### config.mk
export PLATFORM = sky130hd
export DESIGN_NAME = exu_div_ctrl_q
export DESIGN_NICKNAME = d
export VERILOG_FILES = /design/src/rtl/exu_div_ctrl_q.sv
export SDC_FILE = /design/constraint.sdc
export NUM_CORES = 1
export LEC_CHECK = 0
export CORE_ASPECT_RATIO = 0.6
export CORE_MARGIN = 1.5
export CORE_UTILIZATION = 35
export DETAILED_ROUTE_END_ITERATION = 10
export PLACE_DENSITY = 0.65
export SLEW_MARGIN = 20
export SYNTH_ARGS = -nofsm -noshare
export SYNTH_HDL_FRONTEND = slang
export SYNTH_SLANG_ARGS = --single-unit
### constraint.sdc
create_clock -name clk -period 3.77 [get_ports clk]
set_input_delay 1.131 -clock clk [delete_from_list [all_inputs] [get_ports clk]]
set_output_delay 1.131 -clock clk [all_outputs]
set_load 0.02 [all_outputs]
### src/rtl/exu_div_ctrl_q.sv
// Divide control between dispatch and the iterative divider: tracks one in-flight divide,
// completes divide-by-zero locally and queues results in a small FIFO for writeback.
module exu_div_ctrl_q #(
   parameter int DATA_W    = 32,
   parameter int RADDR_W   = 5,
   parameter int CID_W     = 3,
   parameter int RES_DEPTH = 2
) (
   input  logic               clk,
   input  logic               rst_n,
   input  logic               req_div_i,
   input  logic [3:0]         div_op_i,
   input  logic [DATA_W-1:0]  reg1_rdata_i,
   input  logic [DATA_W-1:0]  reg2_rdata_i,
   input  logic [RADDR_W-1:0] reg_waddr_i,
   input  logic               reg_we_i,
   input  logic [CID_W-1:0]   commit_id_i,
   input  logic               int_assert_i,
   input  logic               flush_i,
   output logic               div_start_o,
   output logic [DATA_W-1:0]  div_dividend_o,
   output logic [DATA_W-1:0]  div_divisor_o,
   output logic [3:0]         div_op_o,
   output logic               div_kill_o,
   input  logic [DATA_W-1:0]  div_result_i,
   input  logic               div_busy_i,
   input  logic               div_valid_i,
   output logic               div_stall_o,
   output logic               idle_o,
   input  logic               wb_ready_i,
   output logic               reg_we_o,
   output logic [DATA_W-1:0]  reg_wdata_o,
   output logic [RADDR_W-1:0] reg_waddr_o,
   output logic [CID_W-1:0]   commit_id_o
);

   localparam int PTR_W = (RES_DEPTH > 1) ? $clog2(RES_DEPTH) : 1;
   localparam int CNT_W = $clog2(RES_DEPTH + 1);
   localparam logic [CNT_W-1:0] DEPTH_C  = CNT_W'(RES_DEPTH);
   localparam logic [PTR_W-1:0] LAST_PTR = PTR_W'(RES_DEPTH - 1);

   typedef struct packed {
      logic [RADDR_W-1:0] waddr;
      logic               we;
      logic [CID_W-1:0]   cid;
   } tag_t;

   typedef struct packed {
      logic [DATA_W-1:0] res;
      tag_t              tag;
   } entry_t;

   entry_t           r_mem [RES_DEPTH];
   logic [PTR_W-1:0] r_wr_ptr;
   logic [PTR_W-1:0] r_rd_ptr;
   logic [CNT_W-1:0] r_count;
   logic             r_inflight;
   tag_t             r_tag;

   logic              w_req;
   logic              w_space;
   logic              w_dz;
   logic              w_accept;
   logic              w_issue;
   logic              w_bypass;
   logic              w_complete;
   logic              w_kill;
   logic              w_push;
   logic              w_pop;
   logic              w_head_v;
   tag_t              w_req_tag;
   logic [DATA_W-1:0] w_bypass_res;
   entry_t            w_push_entry;
   entry_t            w_head;

   assign w_req      = req_div_i & ~int_assert_i & ~flush_i;
   assign w_space    = (r_count < DEPTH_C);
   assign w_dz       = (reg2_rdata_i == '0);
   assign w_accept   = w_req & ~r_inflight & ~div_busy_i & w_space;
   assign w_issue    = w_accept & ~w_dz;
   assign w_bypass   = w_accept & w_dz;
   assign w_complete = div_valid_i & r_inflight & ~flush_i;
   assign w_kill     = flush_i & r_inflight;
   assign w_push     = w_bypass | w_complete;
   assign w_head     = r_mem[r_rd_ptr];
   assign w_head_v   = (r_count != '0);
   assign w_pop      = w_head_v & (wb_ready_i | ~w_head.tag.we);

   assign w_req_tag = '{waddr: reg_waddr_i, we: reg_we_i, cid: commit_id_i};

   // Divide by zero yields all-ones for div/divu and the dividend for rem/remu.
   assign w_bypass_res = (div_op_i[3] | div_op_i[2]) ? reg1_rdata_i : '1;

   // Bypass and completion never coincide: accept requires no divide in flight.
   always_comb begin
      // NOTE: every always_comb output gets a default first so no path can infer a latch.
      w_push_entry = '{res: w_bypass_res, tag: w_req_tag};
      if (w_complete) begin
         w_push_entry = '{res: div_result_i, tag: r_tag};
      end
   end

   always_ff @(posedge clk or negedge rst_n) begin
      if (!rst_n) begin
         // NOTE: sequential state is updated only with non-blocking assignments.
         r_inflight <= 1'b0;
         r_tag      <= '0;
      end else begin
         if (w_issue) begin
            r_inflight <= 1'b1;
            r_tag      <= w_req_tag;
         end else if (w_complete | w_kill) begin
            r_inflight <= 1'b0;
         end
      end
   end

   // NOTE: the result storage is reset too; it is tiny, and that keeps every register at a known 0.
   always_ff @(posedge clk or negedge rst_n) begin
      if (!rst_n) begin
         for (int i = 0; i < RES_DEPTH; i++) begin
            r_mem[i] <= '0;
         end
      end else if (w_push) begin
         r_mem[r_wr_ptr] <= w_push_entry;
      end
   end

   always_ff @(posedge clk or negedge rst_n) begin
      if (!rst_n) begin
         r_wr_ptr <= '0;
         r_rd_ptr <= '0;
         r_count  <= '0;
      end else begin
         if (w_push) begin
            r_wr_ptr <= (r_wr_ptr == LAST_PTR) ? '0 : r_wr_ptr + 1'b1;
         end
         if (w_pop) begin
            r_rd_ptr <= (r_rd_ptr == LAST_PTR) ? '0 : r_rd_ptr + 1'b1;
         end
         r_count <= r_count + CNT_W'(w_push) - CNT_W'(w_pop);
      end
   end

   assign div_start_o    = w_issue;
   assign div_dividend_o = reg1_rdata_i;
   assign div_divisor_o  = reg2_rdata_i;
   assign div_op_o       = div_op_i;
   assign div_kill_o     = w_kill;
   assign div_stall_o    = req_div_i & ~int_assert_i & ~w_accept;
   assign idle_o         = ~r_inflight & ~w_head_v;

   assign reg_we_o    = w_head_v & w_head.tag.we;
   assign reg_wdata_o = w_head_v ? w_head.res : '0;
   assign reg_waddr_o = w_head_v ? w_head.tag.waddr : '0;
   assign commit_id_o = w_head_v ? w_head.tag.cid : '0;

endmodule

==> results_dict.tcl, run 1 <==
set metrics [dict create \
    rows 38 \
    critPathRequiredTime_ps 2640 \
    io_buffers 225 \
    htreeDepth 3 \
    cts_tree "built" \
    drt_iter0_markers 522 \
    final_common_cell "clkdlybuf4s50_1" \
    wl_met1_um 9334 \
    fp.dieW_um 178.1 \
    synth_ff_type "dfrtp_1" \
    cpPeakStageDelay_ps 430 \
    area_growth_pct 37.25 \
    hp-class "flip-flop to flip-flop" \
    rsz0062_at_grt "no" \
    dr_wl_met3_um 1388 \
    synth_nets 846 \
    cpMaxStageDelayCell "clkdlybuf4s50_1" \
    outcome "complete, no violations" \
    fin_crit_ps 3711 \
    post-route-period-util_pct 98.44 \
    antenna_found_initial 0 \
    ant_nets 0 \
    grt_pass1_vias 5741 \
    via_per_inst 5.248 \
    grt_pass1_wl_um 30880 \
    timing.fmax_mhz 269.5 \
    ctsHoldBuffers 0 \
    synth_cells 727 \
    final_hold_viol_count 0 \
    grt_overflow 0 \
    drive_gt1_share_pct 13.00 \
    p_per_area_mw_per_mm2 522.8 \
    worstSetupStartpointType "input pin" \
    worst_hold_slack_ps 490.3 \
    root_buffer "clkbuf_16" \
    routedWlPerCell_um 17.13 \
    ir_drop_mv 0.2820 \
    final-setup-viol-count 0 \
    synth_async_sr_flop_share_pct 100.0 \
    dr_wl_met2_um 8201 \
    path_buf_inv 2 \
    gp_congestion 0.8433 \
    top_layer_used "met4" \
    synth_area_mm2 0.006436 \
    clock_skew_ps 7.929 \
    post-dp-hpwl_um 13170 \
    grt.total_usage_pct 20.34 \
    crit_path_max_fanout 2 \
    insertion_delay_ps 340 \
    clockBufferDepth 2 \
    critPathKind "input pin to output pin" \
    worstPathArrival_ps 2580 \
    tns_ps 0 \
    route.final.wire_length_um 19000 \
    cp_top_family "simple AND/OR/NAND/NOR gates" \
    die_h_um 108.0 \
    vias 5820 \
    cts_inserted_buffers 9 \
    syn-mean-instance-area_um2 8.853 \
    netlist-cell-type-count 35 \
    leakage_nw 3.853 \
    nets 983 \
    cts_num_sinks 96 \
    synth_edf_count 0 \
    grt_max_degree 85 \
    boundaryPins 230 \
    ys_ff_latch 96 \
    antenna_cells 0 \
    dieArea_mm2 0.01924 \
    final_cell_mix "clkdlybuf4s50_1, nand2_1, dfrtp_1" \
    slew_headroom_pct 28.51 \
    drc 0 \
    first_pass_iters 6 \
    ys_seq_area_share_pct 37.33 \
    clk_pin_slew_worst_paths_ps 60 \
    max_cap_violations 0 \
    start_util_pct 35.72 \
    slew_viol_final 0 \
    coreArea_mm2 0.01802 \
    ys.warnings.count 0 \
    worst_slew_pin_slew_ps 1070 \
    end_kind "output pin" \
    crit_chain "clkdlybuf4s50_1 > nor4_2 > nand2_1 > or4_4 > and2_4 > buf_6" \
]
[path summary, 6_finish.rpt]
| path | from | end | slack [ps] | cells past startpoint |
|---|---|---|---|---|
| worst max-delay path | reg2_rdata_i[10] | div_start_o | 60 | 6 |
| min in group asynchronous | rst_n | r_tag[1]$_DFFE_PN0P_ | 640 | 1 |
| worst min register to register | r_mem[27]$_DFFE_PN0P_ | r_mem[27]$_DFFE_PN0P_ | 490 | 1 |
| worst min-delay path | r_mem[27]$_DFFE_PN0P_ | r_mem[27]$_DFFE_PN0P_ | 490 | 1 |
| max in group asynchronous | rst_n | r_mem[79]$_DFFE_PN0P_ | 2450 | 2 |
| worst max register to register | r_inflight$_DFFE_PN0P_ | r_mem[31]$_DFFE_PN0P_ | 1290 | 7 |
[synth_stat cells, drive strengths merged (32+ instances only)]
library cell,count,area [µm²]
and2,35,221.5
clkbuf,46,172.7
nand2,130,488.0
nand3,50,250.2
o211ai,32,240.2
nor2,46,172.7
dfrtp,96,2402
buf,83,610.6
a222oi,32,320.3
mux2,50,563.0
o21ai,32,160.2
mux2i,41,410.4
[per-stage QoR]
step | utilization [%] | instance area (µm²) | instances | power [W] | setup slack (ps)
2_1_floorplan | - | 6436 | 727 | 0.002647 | 303.2
3_3_place_gp | 47.33 | 8528 | 1093 | 0.003732 | -653.1
3_5_place_dp | 47.33 | 8528 | 1093 | 0.003742 | -671.2
4_1_cts | 48.95 | 8821 | 1109 | 0.004657 | 14.93
5_1_grt | 49.02 | 8833 | 1109 | 0.004877 | 1.900
6_report | 49.02 | 8833 | 1109 | 0.004618 | 58.95
[flip-flops by register name, summed over array words and instances, names as in the netlist]
register,count
r_count,2
r_rd_ptr,1
r_wr_ptr,1
r_inflight,1
r_mem,82
r_tag,9
[cell families (layout without fill, tap and decap cells)]
logic type / count (synthesis) / in the layout / synth area share, %
and+or+nand+nor: 296 / 296 / 21.48
buffers and inverters: 131 / 273 / 12.29
AOI/OAI and AO/OA: 107 / 107 / 12.85
DFF: 96 / 96 / 37.32
muxes: 91 / 91 / 15.12
xor gates and xnor gates: 4 / 4 / 0.5444
adders and majority gates: 2 / 2 / 0.3887
[where the power goes]
| group | switching [W] | internal, W | leakage [nW] |
|---|---|---|---|
| clock | 0.000394 | 0.000514 | 0.141 |
| sequential | 0.000153 | 0.00118 | 1.09 |
| combinational | 0.00126 | 0.00112 | 2.62 |
[final cells by class]
cell class / instances / area [µm²]
flip-flops and latches: 96 / 2405
repair buffers: 255 / 2520
clock buffers: 9 / 225.2
inverters: 2 / 7.507
well taps: 240 / 300.3
fillers: 1700 / 9186
multi-input cells: 500 / 3303
clock inverters: 7 / 72.57
[layer usage]
metal  global-route usage [%]  vias to the layer above
met5                        0                        -
met4                    3.241                        0
li1                         -                     2810
met3                    4.290                        8
met1                    30.00                     2779
met2                    30.88                      223
[worst register-to-register path, stage by stage (launching register included)]
cell,delay (ps)
dfrtp_1,450
nor4_1,340
and2_2,220
buf_4,390
nand2_1,180
o22ai_4,220
buf_12,220
mux2_2,360
[repair_timing]
action | in CTS | in global routing
endpoints found under the hold margin | 0 | 0
setup endpoints to repair | 3 | 1
resized for setup | 41 | 9
cloned | 0 | 0
setup buffers | 0 | 0
pin swaps | 14 | 9
(Power assumes the default switching activity.)
==> inputs of run 2 (changes only) <==
- SKIP_CTS_REPAIR_TIMING: not set -> 1
==> results_dict.tcl, run 2 (synthesized netlist as in run 1, its figures left out) <==
set metrics [dict create \
    start_util_pct 35.72 \
    crit_path_max_fanout 2 \
    fill_cells 1679 \
    max_cap_violations 0 \
    antenna_found_initial 0 \
    path_buf_inv 2 \
    final_cell_mix "clkdlybuf4s50_1, nand2_1, dfrtp_1" \
    fp.dieW_um 178.1 \
    insertion_delay_ps 340 \
    gr-usage-met3_pct 4.325 \
    dieArea_mm2 0.01924 \
    htreeDepth 3 \
    vias 5773 \
    cp_top_family "simple AND/OR/NAND/NOR gates" \
    via_per_inst 5.206 \
    pre_cts_ws_ps -671.2 \
    clock_skew_ps 6.041 \
    ant_nets 0 \
    stdcell_count 1109 \
    slew_headroom_pct 26.76 \
    grt_pass1_wl_um 30860 \
    final-setup-viol-count 0 \
    crit_chain "dlymetal6s2s_1 > nor4_2 > nand2_1 > or4_4 > and2_4 > buf_4" \
    use_met2_pct 30.85 \
    area_growth_pct 39.07 \
    post-route-period-util_pct 98.36 \
    drive_gt1_share_pct 13.12 \
    nets 983 \
    die_h_um 108.0 \
    worst_hold_slack_ps 490.2 \
    routedWlPerCell_um 17.19 \
    drc 0 \
    io_buffers 225 \
    grt.total_usage_pct 20.29 \
    final_common_cell "clkdlybuf4s50_1" \
    root_buffer "clkbuf_16" \
    cpPeakStageDelay_ps 530 \
    worstSetupStartpointType "input pin" \
    worst_slew_pin_slew_ps 1096 \
    grt-busiest-layer "met2" \
    end_kind "output pin" \
    route.final.wire_length_um 19060 \
    critPathRequiredTime_ps 2640 \
    fin_crit_ps 3708 \
    grt_overflow 0 \
    slew_viol_final 0 \
    largest_register_ffs 82 \
    clockBufferDepth 2 \
    timing.fmax_mhz 269.7 \
    critPathKind "input pin to output pin" \
    grt_pass1_vias 5774 \
    coreArea_mm2 0.01802 \
    rows 38 \
    cts_num_sinks 96 \
    antenna_cells 0 \
    first_pass_iters 5 \
    hp-class "flip-flop to flip-flop" \
    cts_inserted_buffers 9 \
    grt_max_degree 85 \
    clk_pin_slew_worst_paths_ps 60 \
    p_per_area_mw_per_mm2 516.5 \
    cpMaxStageDelayCell "or4_4" \
    ir_drop_mv 0.2805 \
    outcome "complete, no violations" \
    drt_iter0_markers 496 \
    final_hold_viol_count 0 \
    post-dp-hpwl_um 13170 \
    leakage_nw 4.086 \
    fin_ws_ps 61.70 \
    cts_tree "built" \
    reg_top3 "r_mem x82, r_tag x9, r_count x2" \
    met1_usage_pct 29.81 \
    place_inst 1093 \
    gp_congestion 0.8433 \
    regMostFlops "r_mem" \
    boundaryPins 230 \
    worstPathArrival_ps 2580 \
]
-- run 2: changes by cell type in the layout (fill, tap and decap cells not counted), sizes merged --
cell,change
dlygate4sd2,-25
dlymetal6s2s,+29
clkdlybuf4s15,-4
clkbuf,-1
clkdlybuf4s50,+1
-- run 2: area by class of cell --
| cell class | instances | area, µm² | share of cell area (%) |
|---|---|---|---|
| multi-input combinational | 500 | 3316 | 37.04 |
| timing repair buffer | 255 | 2625 | 29.33 |
| sequential | 96 | 2405 | 26.87 |
| tap | 240 | 300.3 | 3.355 |
| clock buffer | 9 | 225.2 | 2.516 |
| clock inverter | 7 | 72.57 | 0.8107 |
| inverter | 2 | 7.507 | 0.08387 |
-- run 2: report_power, final --
| part | internal [W] | switching (W) | total, W |
|---|---|---|---|
| sequential | 0.00118 | 0.000152 | 0.00134 |
| combinational | 0.00112 | 0.00125 | 0.00238 |
| clock | 0.000514 | 0.000394 | 0.000908 |
-- run 2: stage by stage --
stage | total power [W] | util, % | cell area [µm²] | TNS [ps]
6_report | 0.004623 | 49.67 | 8951 | 0
2_1_floorplan | 0.002647 | - | 6436 | 0
4_1_cts | 0.004666 | 48.98 | 8826 | -751.4
3_5_place_dp | 0.003742 | 47.33 | 8528 | -10630
5_1_grt | 0.004888 | 49.67 | 8951 | -19.59
3_3_place_gp | 0.003732 | 47.33 | 8528 | -9716
-- run 2: per-layer routing --
layer,vias to the layer above,share of wire [%]
li1,2810,-
met1,2732,49
met2,221,43
met3,10,7.6
met4,0,0.52
met5,-,0
-- run 2: final timing paths --
kind / cells after the start / end / slack (ps) / startpoint
min in group asynchronous: 1 / r_tag[1]$_DFFE_PN0P_ / 640 / rst_n
hold / removal: 1 / r_mem[27]$_DFFE_PN0P_ / 490 / r_mem[27]$_DFFE_PN0P_
setup / recovery: 6 / div_start_o / 60 / reg2_rdata_i[9]
max in group asynchronous: 2 / r_mem[79]$_DFFE_PN0P_ / 2460 / rst_n
hold reg to reg: 1 / r_mem[27]$_DFFE_PN0P_ / 490 / r_mem[27]$_DFFE_PN0P_
setup reg to reg: 7 / r_mem[31]$_DFFE_PN0P_ / 1350 / r_inflight$_DFFE_PN0P_
==> inputs of run 3 (changes only) <==
- CAP_MARGIN: not set -> 20
==> results of run 3 <==
No change in the layout: final DEF, timing and power equal those of run 2.
